<file path="config.mk">
export PLATFORM = sky130hd
export DESIGN_NAME = hcsr04_ranger
export DESIGN_NICKNAME = d
export VERILOG_FILES = /design/src/rtl/hcsr04_pkg.sv /design/src/rtl/sync_2ff.sv /design/src/rtl/hcsr04_ranger.sv
export SDC_FILE = /design/constraint.sdc
export NUM_CORES = 1
export LEC_CHECK = 0
export ABC_AREA = 1
export BUFFER_PORTS_ARGS = -buffer_cell sky130_fd_sc_hd__buf_2
export CAP_MARGIN = 40
export CORE_MARGIN = 5
export CORE_UTILIZATION = 50
export CTS_CLUSTER_DIAMETER = 100
export DETAILED_ROUTE_END_ITERATION = 10
export PLACE_DENSITY = 0.69
export SLEW_MARGIN = 20
export SYNTH_ARGS = -nofsm -noshare
export SYNTH_HDL_FRONTEND = slang
export SYNTH_SLANG_ARGS = --single-unit
</file>
<file path="constraint.sdc">
create_clock -name clk -period 4.55 [get_ports clk]
set_input_delay 1.365 -clock clk [delete_from_list [all_inputs] [get_ports clk]]
set_output_delay 1.365 -clock clk [all_outputs]
set_load 0.03 [all_outputs]
</file>
<file path="src/rtl/hcsr04_pkg.sv">
// Shared state encoding, scale constants and distance conversion for the HC-SR04 ranger.
package hcsr04_pkg;

    typedef logic [2:0] state_t;

    localparam state_t ST_IDLE    = 3'd0;
    localparam state_t ST_TRIG    = 3'd1;
    localparam state_t ST_WAIT    = 3'd2;
    localparam state_t ST_MEASURE = 3'd3;
    localparam state_t ST_DONE    = 3'd4;
    localparam state_t ST_HOLD    = 3'd5;

    // 11239 / 65536 ~= 0.1715 mm/us: speed of sound over the round trip.
    localparam int unsigned SCALE_MM    = 11239;
    localparam int unsigned SCALE_SHIFT = 16;

    function automatic logic [15:0] echo_to_mm(input logic [15:0] echo_us);
        logic [29:0] prod;
        prod = 30'(echo_us) * 30'(SCALE_MM);
        return 16'(prod >> SCALE_SHIFT);
    endfunction

endpackage

</file>
<file path="src/rtl/sync_2ff.sv">
// Two-flop synchronizer bringing the asynchronous echo line into the clk domain.
module sync_2ff (
    input  logic clk,
    input  logic rstn,
    input  logic d,
    output logic q
);

    logic meta;

    always_ff @(posedge clk or negedge rstn) begin
        if (!rstn) begin
            meta <= 1'b0;
            q    <= 1'b0;
        end else begin
            meta <= d;
            q    <= meta;
        end
    end

endmodule

</file>
<file path="src/rtl/hcsr04_ranger.sv">
// HC-SR04 ultrasonic ranger controller: periodic trigger, echo timing, distance in mm.
// Define HCSR04_AVG_EN to report the mean of the last four computed distances.
module hcsr04_ranger
    import hcsr04_pkg::*;
#(
    parameter int unsigned TRIG_US    = 10,
    parameter int unsigned PERIOD_US  = 60000,
    parameter int unsigned TIMEOUT_US = 25000,
    parameter int unsigned DIST_W     = 16
) (
    input  logic              clk,
    input  logic              rstn,
    input  logic              us_tick,
    input  logic              echo,
    output logic              trig,
    output logic [DIST_W-1:0] dist_mm,
    output logic              dist_valid,
    output logic              timeout
);

    localparam int unsigned PW = $clog2(PERIOD_US + 1);
    localparam int unsigned WW = $clog2(TIMEOUT_US + 1);

    localparam logic [PW-1:0] TRIG_LAST   = PW'(TRIG_US - 1);
    localparam logic [PW-1:0] PERIOD_LAST = PW'(PERIOD_US - 1);
    localparam logic [WW-1:0] WAIT_LAST   = WW'(TIMEOUT_US - 1);
    localparam logic [15:0]   ECHO_LIMIT  = 16'(TIMEOUT_US);

    logic echo_s;
    logic echo_prev;
    logic rise;
    logic fall;

    state_t        state, state_nx;
    logic [PW-1:0] period_cnt, period_cnt_nx;
    logic [WW-1:0] wait_cnt, wait_cnt_nx;
    logic [15:0]   echo_us, echo_us_nx;
    logic [15:0]   echo_inc;
    logic          fail_nx;

    logic [DIST_W-1:0] dist_raw;
    logic [DIST_W-1:0] dist_new;

    sync_2ff u_sync (
        .clk  (clk),
        .rstn (rstn),
        .d    (echo),
        .q    (echo_s)
    );

    assign rise = echo_s & ~echo_prev;
    assign fall = ~echo_s & echo_prev;

    always_comb begin
        state_nx      = state;
        period_cnt_nx = period_cnt + PW'(us_tick);
        wait_cnt_nx   = wait_cnt;
        echo_us_nx    = echo_us;
        fail_nx       = 1'b0;
        // A tick landing on the deciding cycle is always counted first.
        echo_inc      = echo_us + 16'(us_tick);

        unique case (state)
            ST_IDLE: begin
                period_cnt_nx = '0;
                if (us_tick) begin
                    state_nx = ST_TRIG;
                end
            end
            ST_TRIG: begin
                if (us_tick && period_cnt == TRIG_LAST) begin
                    state_nx    = ST_WAIT;
                    wait_cnt_nx = '0;
                end
            end
            ST_WAIT: begin
                if (rise) begin
                    state_nx   = ST_MEASURE;
                    echo_us_nx = 16'(us_tick);
                end else if (us_tick) begin
                    if (wait_cnt == WAIT_LAST) begin
                        state_nx = ST_HOLD;
                        fail_nx  = 1'b1;
                    end else begin
                        wait_cnt_nx = wait_cnt + 1'b1;
                    end
                end
            end
            ST_MEASURE: begin
                echo_us_nx = echo_inc;
                if (echo_inc >= ECHO_LIMIT) begin
                    state_nx = ST_HOLD;
                    fail_nx  = 1'b1;
                end else if (fall) begin
                    state_nx = ST_DONE;
                end
            end
            ST_DONE: begin
                state_nx = ST_HOLD;
            end
            ST_HOLD: begin
                if (us_tick && period_cnt == PERIOD_LAST) begin
                    state_nx      = ST_TRIG;
                    period_cnt_nx = '0;
                end
            end
            default: begin
                state_nx = ST_IDLE;
            end
        endcase
    end

    assign dist_raw = DIST_W'(echo_to_mm(echo_us));

`ifdef HCSR04_AVG_EN
    logic [DIST_W-1:0] hist0, hist1, hist2;
    logic [DIST_W+1:0] dist_sum;

    assign dist_sum = (DIST_W+2)'(dist_raw) + (DIST_W+2)'(hist0)
                    + (DIST_W+2)'(hist1) + (DIST_W+2)'(hist2);
    assign dist_new = dist_sum[DIST_W+1:2];

    always_ff @(posedge clk or negedge rstn) begin
        if (!rstn) begin
            hist0 <= '0;
            hist1 <= '0;
            hist2 <= '0;
        end else if (state == ST_DONE) begin
            hist0 <= dist_raw;
            hist1 <= hist0;
            hist2 <= hist1;
        end
    end
`else
    assign dist_new = dist_raw;
`endif

    always_ff @(posedge clk or negedge rstn) begin
        if (!rstn) begin
            state      <= ST_IDLE;
            period_cnt <= '0;
            wait_cnt   <= '0;
            echo_us    <= '0;
            echo_prev  <= 1'b0;
            trig       <= 1'b0;
            timeout    <= 1'b0;
            dist_valid <= 1'b0;
            dist_mm    <= '0;
        end else begin
            state      <= state_nx;
            period_cnt <= period_cnt_nx;
            wait_cnt   <= wait_cnt_nx;
            echo_us    <= echo_us_nx;
            echo_prev  <= echo_s;
            trig       <= (state_nx == ST_TRIG);
            timeout    <= fail_nx;
            dist_valid <= (state == ST_DONE);
            if (state == ST_DONE) begin
                dist_mm <= dist_new;
            end
        end
    end

endmodule

</file>
==> results of run 1 <==
[stage by stage]
step	hold slack [ps]	cell area (um2)	TNS (ps)	util, %
floorplan	331	9000	-1520	-
global placement	337	10200	-5750	58.5
detailed placement	352	10200	-6150	58.7
CTS	365	10700	-6080	61.7
global route	371	10900	-8900	62.6
finish	362	10900	-5910	62.6
[worst reg2reg max path, stage by stage, from the launching register on]
cell     delay [ps]
dfrtp_2         470
fa_1            580
inv_2            50
fa_1            510
inv_2            50
fa_1            470
fa_1            510
inv_2            40
fa_1            510
inv_2            40
fa_2            540
ha_4            220
a21oi_4         130
buf_4           130
o21ai_2          60
a21oi_2         130
nand3_1         100
or2_2           280
nand3_1          70
nand2_1          50
[logic make-up (layout without fill, tap and decap cells)]
group	Yosys count	after routing	share of synthesized area, %
AND/OR/NAND/NOR	376	376	19.4
other	1	2	0.0424
XOR/XNOR	20	20	2.06
AO/OA/AOI/OAI	125	125	7.97
flip-flops	70	70	19.8
adder cells (fa/ha/maj)	218	218	39.4
buffers and inverters	263	406	11.4
[synth_stat cells (7+ instances only)]
master	count	area, um2
nand2_2	10	62.6
o21ai_1	7	35.0
nand3_1	47	235
nor4_1	10	62.6
a21oi_1	40	200
nor3_1	18	90.1
o21ai_0	44	220
nand2_1	182	683
nand4_1	13	81.3
nor2_1	70	263
fa_1	101	2020
dfrtp_1	70	1750
inv_1	248	931
ha_1	117	1460
o22ai_1	9	56.3
xor2_1	14	123
[sequential cells by signal, indices dropped and copies added (netlist names)]
| signal | count |
|---|---|
| echo_us | 16 |
| period_cnt | 16 |
| wait_cnt | 15 |
| dist_mm | 14 |
| state | 3 |
| dist_valid | 1 |
| echo_prev | 1 |
| timeout | 1 |
| trig | 1 |
| u_sync.meta | 1 |
| u_sync.q | 1 |
[timing repair]
action	4_1_cts	5_1_grt
setup buffers	6	3
pin swaps	22	16
endpoints found under the setup margin	14	14
endpoints found under the hold margin	0	0
cloned	0	0
resized for setup	40	33
[metal layers]
metal | GRT usage, % | part of all wire (%) | vias up
li1 | - | - | 3651
met2 | 38.4 | 47 | 224
met4 | 7.70 | 2.9 | 0
met3 | 4.19 | 5.2 | 62
met1 | 32.0 | 45 | 3524
met5 | 0 | 0 | -
[final cells by class]
class	count	share of cell area (%)
inverters	251	8.67
multi-input cells	741	60.0
clock inverters	7	0.887
repair buffers	139	9.54
flip-flops and latches	70	16.3
well taps	225	2.59
clock buffers	9	2.07
[final timing paths]
| path | to | slack [ps] | cells after the start |
|---|---|---|---|
| hold reg to reg | u_sync.q | 360 | 0 |
| min in group asynchronous | echo_us[9] | 890 | 1 |
| setup / recovery | dist_mm[6] | -490 | 19 |
| max in group asynchronous | dist_mm[7] | 3090 | 2 |
| setup reg to reg | dist_mm[6] | -490 | 19 |
| hold / removal | u_sync.q | 360 | 0 |
==> flow_summary.ini, run 1 <==
[outcome]
status = finished, violations left
violations = negative setup slack

[sta]
timing.slew.headroom_pct = 50.7
tightest_slew_ps = 738
rsz0062_at_grt = yes
finalCritPeriodShare_pct = 111
setup_viol = 14
skew_ps = 12.1
hold_viol = 0
drv_slew = 0
setup_ws_ps = -486
finalCriticalPeriod_ps = 5040
max_freq_mhz = 199

[clocking]
numCtsBuffers = 9
clk_pin_slew_ps = 70
cts_tree = done
root_buffer = clkbuf_16
insertion_delay_ps = 350
cts_sinks = 70
clk_path_buf_depth = 2
ctsHoldBuffers = 0
htreeDepth = 3

[routing]
drt_wl_total_mm = 22.7
first_iter_violations = 502
num_vias = 7461
route.antenna.remaining_nets = 0
dr.pass1.iters = 6
wl_per_cell_um = 15.8
vias_per_cell = 5.17
drc = 0

[synth]
synth.distinct_cells = 46
synthCells = 1073
yosysWarningCount = 0
synthArstFlopShare_pct = 100
synth-edff-count = 0
synth.avg_cell_area_um2 = 8.25
netlist_area_mm2 = 0.00885
ys_seq_elements = 70
ys_seq_area_share_pct = 19.8
ys.flop_type = dfrtp_1

[global_route]
antenna_found_initial = 0
grt_overflow_total = 0
track_usage_pct = 23.5
grt_first_pass_wirelength_mm = 38.0
grt_pass1_vias = 7718
grt_max_degree = 57

[finish]
final_common_cell = inv_1
fin_nets = 1434
diodes = 0
drive_above_1_share_pct = 23.2
fillers = 1453
most-common-layout-cells = inv_1, nand2_1, buf_4, ha_1, fa_1
area_delta_synth_final_pct = 22.7
stdcell_count = 1442
multiInputGateArea_mm2 = 0.00652
regArea_mm2 = 0.00177

[setup_path]
crit_start = echo_us[9]
crit_fanout = 6
slowest_stage = fa_1
worstSetupStartpointType = flip-flop
crit_chain = fa_1 -> inv_2 -> fa_1 -> inv_2 -> fa_1 -> fa_1 -> inv_2 -> fa_1 -> inv_2 -> fa_2 -> ha_4 -> a21oi_4 -> buf_4 -> o21ai_2 -> a21oi_2 -> nand3_1 -> or2_2 -> nand3_1 -> nand2_1
rr_startpoint = echo_us[9]
cp.arrival_ps = 5270
path_buf_inv = 5
endpoint_kind = flip-flop
critical_path_required_ps = 4790
crit_path_frequent_cell = fa_1
path_delay_family = adder cells
critPathMaxStageDelay_ps = 580
path_class = reg2reg

[flow_run]
drv_cap = 0

[worst_hold_path]
hold_path.class = reg2reg
min_from = u_sync.meta

[floorplan]
num_rows = 48
io_pins = 23
core_area_mm2 = 0.0174
die_w_um = 143
die_area_mm2 = 0.0205
start_util_pct = 51.0
die_y_um = 143

[placed_design]
placed_cells = 1417
pre_cts_slack_ps = -511
dp_hpwl_mm = 18.5
gp_congestion = 0.928
port-buffer-count = 20
Power of run 1 is left out: the tool's default activity adds up to more than one toggle a clock period on the data nets, which glitch-free logic cannot reach.
==> run 2: changes to the inputs <==
--- a/config.mk
+++ b/config.mk
@@ -5,13 +5,13 @@
 export SDC_FILE = /design/constraint.sdc
 export NUM_CORES = 1
 export LEC_CHECK = 0
-export ABC_AREA = 1
 export BUFFER_PORTS_ARGS = -buffer_cell sky130_fd_sc_hd__buf_2
 export CAP_MARGIN = 40
 export CORE_MARGIN = 5
 export CORE_UTILIZATION = 50
 export CTS_CLUSTER_DIAMETER = 100
 export DETAILED_ROUTE_END_ITERATION = 10
+export MAX_ROUTING_LAYER = met4
 export PLACE_DENSITY = 0.69
 export SLEW_MARGIN = 20
 export SYNTH_ARGS = -nofsm -noshare
==> run 2 against run 1 <==
- the run still ends with negative setup slack left
- cell count is 14% lower
- maximum frequency fell by 4.2%
- core utilization shrank 0.65 points
- sequential cell count stayed put
==> flow_summary.ini, run 2 <==
[finish]
most-common-layout-cells = inv_1, buf_4, ha_1, fa_1, dfrtp_1
drive_above_1_share_pct = 21.0
fin_nets = 1239
area_delta_synth_final_pct = 22.2
stdcell_count = 1242
largest_registers = echo_us x16, period_cnt x16, wait_cnt x15
diodes = 0
fillers = 1389
finalInstanceArea_mm2 = 0.0102
fin_util_pct = 61.9
final_common_cell = inv_1

[pwr]
swShare_pct = 24.5
worst_ir_drop_vdd_mv = 0.243
pwr-share-comb_pct = 7.1
pwr-share-clk_pct = 49.5
power_density_mw_per_mm2 = 156
p_seq_share_pct = 43.5
p_sw_mw = 0.390
p_leak_nw = 5.43
p_int_mw = 1.20
power_mw = 1.59

[sta]
hold_viol = 0
setup_viol = 14
drv_slew = 0
setup_ws_ps = -708
rsz0062_at_grt = yes
timing.slew.headroom_pct = 53.6
finalCriticalPeriod_ps = 5260
max_freq_mhz = 190
skew_ps = 8.59
finalCritPeriodShare_pct = 116
tightest_slew_ps = 697

[routing]
first_iter_violations = 358
num_vias = 6491
route.antenna.remaining_nets = 0
vias_per_cell = 5.23
drc = 0
dr.pass1.iters = 5
drt_wl_total_mm = 19.0
wl_per_cell_um = 15.3

[flow_run]
drv_cap = 0

[synth]
synthArstFlopShare_pct = 100
synth.avg_cell_area_um2 = 9.53
ys_seq_area_share_pct = 21.0
netlist_area_mm2 = 0.00835
ys.flop_type = dfrtp_1
synth.top_cells.by_area = fa_1, dfrtp_1, ha_1, inv_1, xnor2_1
synth_top_area_share_pct = 24.2
synth.distinct_cells = 60
ys_seq_elements = 70
yosysWarningCount = 0
synth-edff-count = 0
synthCells = 876
synth.most_common_cell = inv_1
yosysTopAreaCell = fa_1
synthTopCellsByCount = inv_1, ha_1, fa_1

[clocking]
ctsHoldBuffers = 0
insertion_delay_ps = 340
htreeDepth = 3
cts_tree = done
cts_sinks = 70
clk_path_buf_depth = 2
clk_pin_slew_ps = 60
numCtsBuffers = 9
root_buffer = clkbuf_16

[placed_design]
placed_cells = 1219
dp_hpwl_mm = 15.8
gp_congestion = 0.954
port-buffer-count = 20
place_area_mm2 = 0.00973

[outcome]
status = finished, violations left
violations = negative setup slack

[floorplan]
die_area_mm2 = 0.0194
start_util_pct = 50.7
die_w_um = 139
die_y_um = 139
num_rows = 47
core_area_mm2 = 0.0165
io_pins = 23

[global_route]
grt_pass1_vias = 6597
grt_first_pass_wirelength_mm = 32.6
antenna_found_initial = 0
grt_overflow_total = 0
track_usage_pct = 21.1
grt_max_degree = 34

[setup_path]
endpoint_kind = flip-flop
r2r_setup_slack_ps = -710
path_class = reg2reg
worstSetupStartpointType = flip-flop
cp.arrival_ps = 5530
crit_fanout = 5
critical_path_required_ps = 4820

[worst_hold_path]
hold_path.class = reg2reg
==> run 2: cell types whose count changed after synthesis, moves of 12 or more <==
cell     before  now
nand3_1      47   33
inv_1       248  189
xnor2_1       5   26
nor2_1       70   48
and3_1        0   12
nand2_1     182   44
o21ai_0      44   30
nor3_1       18    5
==> run 2: worst paths after layout <==
kind / start / to / cells past startpoint
setup / recovery: echo_us[4] / dist_mm[4] / 18
hold / removal: u_sync.meta / u_sync.q / 0
setup reg to reg: echo_us[4] / dist_mm[4] / 18
hold reg to reg: u_sync.meta / u_sync.q / 0
max in group asynchronous: rstn / echo_us[10] / 3
min in group asynchronous: rstn / dist_mm[9] / 1
==> run 2: power groups by stage <==
| stage | registers (mW) | logic (mW) | clock network, mW |
|---|---|---|---|
| after detailed placement | 0.704 | 0.114 | 0 |
| after floorplan | 0.693 | 0.0821 | 0 |
| after global placement | 0.702 | 0.107 | 0 |
| after global routing | 0.697 | 0.129 | 0.835 |
| after CTS | 0.693 | 0.115 | 0.806 |
| final | 0.693 | 0.113 | 0.789 |
==> run 2: per-stage QoR <==
step / setup slack (ps) / setup TNS (ps) / hold WS, ps
2_1_floorplan: -645 / -5330 / 331
3_3_place_gp: -658 / -8160 / 334
3_5_place_dp: -750 / -9210 / 338
4_1_cts: -712 / -8620 / 349
5_1_grt: -917 / -11900 / 356
6_report: -708 / -8810 / 344
==> run 2: cells by family (layout without fill, tap and decap cells) <==
group	count (synthesis)	after routing	share of synthesized area, %
compound gates	127	127	9.39
xor+xnor	41	41	4.30
fa+ha+maj	218	218	41.8
buf+inv	207	352	9.57
flops	70	70	21.0
mux	4	4	0.480
other cells	1	2	0.0449
simple gates	208	208	13.5
==> run 2: final cells by class <==
class / instances / area (um2) / share of cell area, %
clock buffer: 10 / 239 / 2.34
clock inverter: 6 / 92.6 / 0.908
inverter: 189 / 709 / 6.96
multi-input combinational: 600 / 6000 / 58.8
sequential: 70 / 1770 / 17.3
tap: 220 / 275 / 2.70
timing repair buffer: 147 / 1120 / 11.0
==> run 2: worst max-delay path, stage by stage, from the launching register on <==
cell,delay (ps)
dfrtp_2,450
fa_1,540
inv_1,60
fa_2,520
inv_1,50
ha_1,290
fa_1,450
fa_1,490
inv_1,50
fa_1,510
inv_1,50
ha_1,270
o211a_1,170
and2_4,140
o211ai_1,160
a31oi_2,300
a21oi_2,90
or4b_1,510
nand3_1,90
==> run 2: repair_timing <==
item / in CTS / in global routing
pin swaps: 20 / 8
setup buffers: 5 / 1
setup endpoints to repair: 14 / 14
resized for setup: 13 / 9
==> run 2: routing by layer <==
metal | vias to the layer above | global-route usage (%) | routed length (um)
met4 | 0 | 4.89 | 275
met3 | 20 | 2.41 | 636
met1 | 3201 | 30.1 | 9040
met2 | 120 | 32.8 | 9090
met5 | - | - | 0
li1 | 3150 | - | -
(Power assumes the default switching activity.)
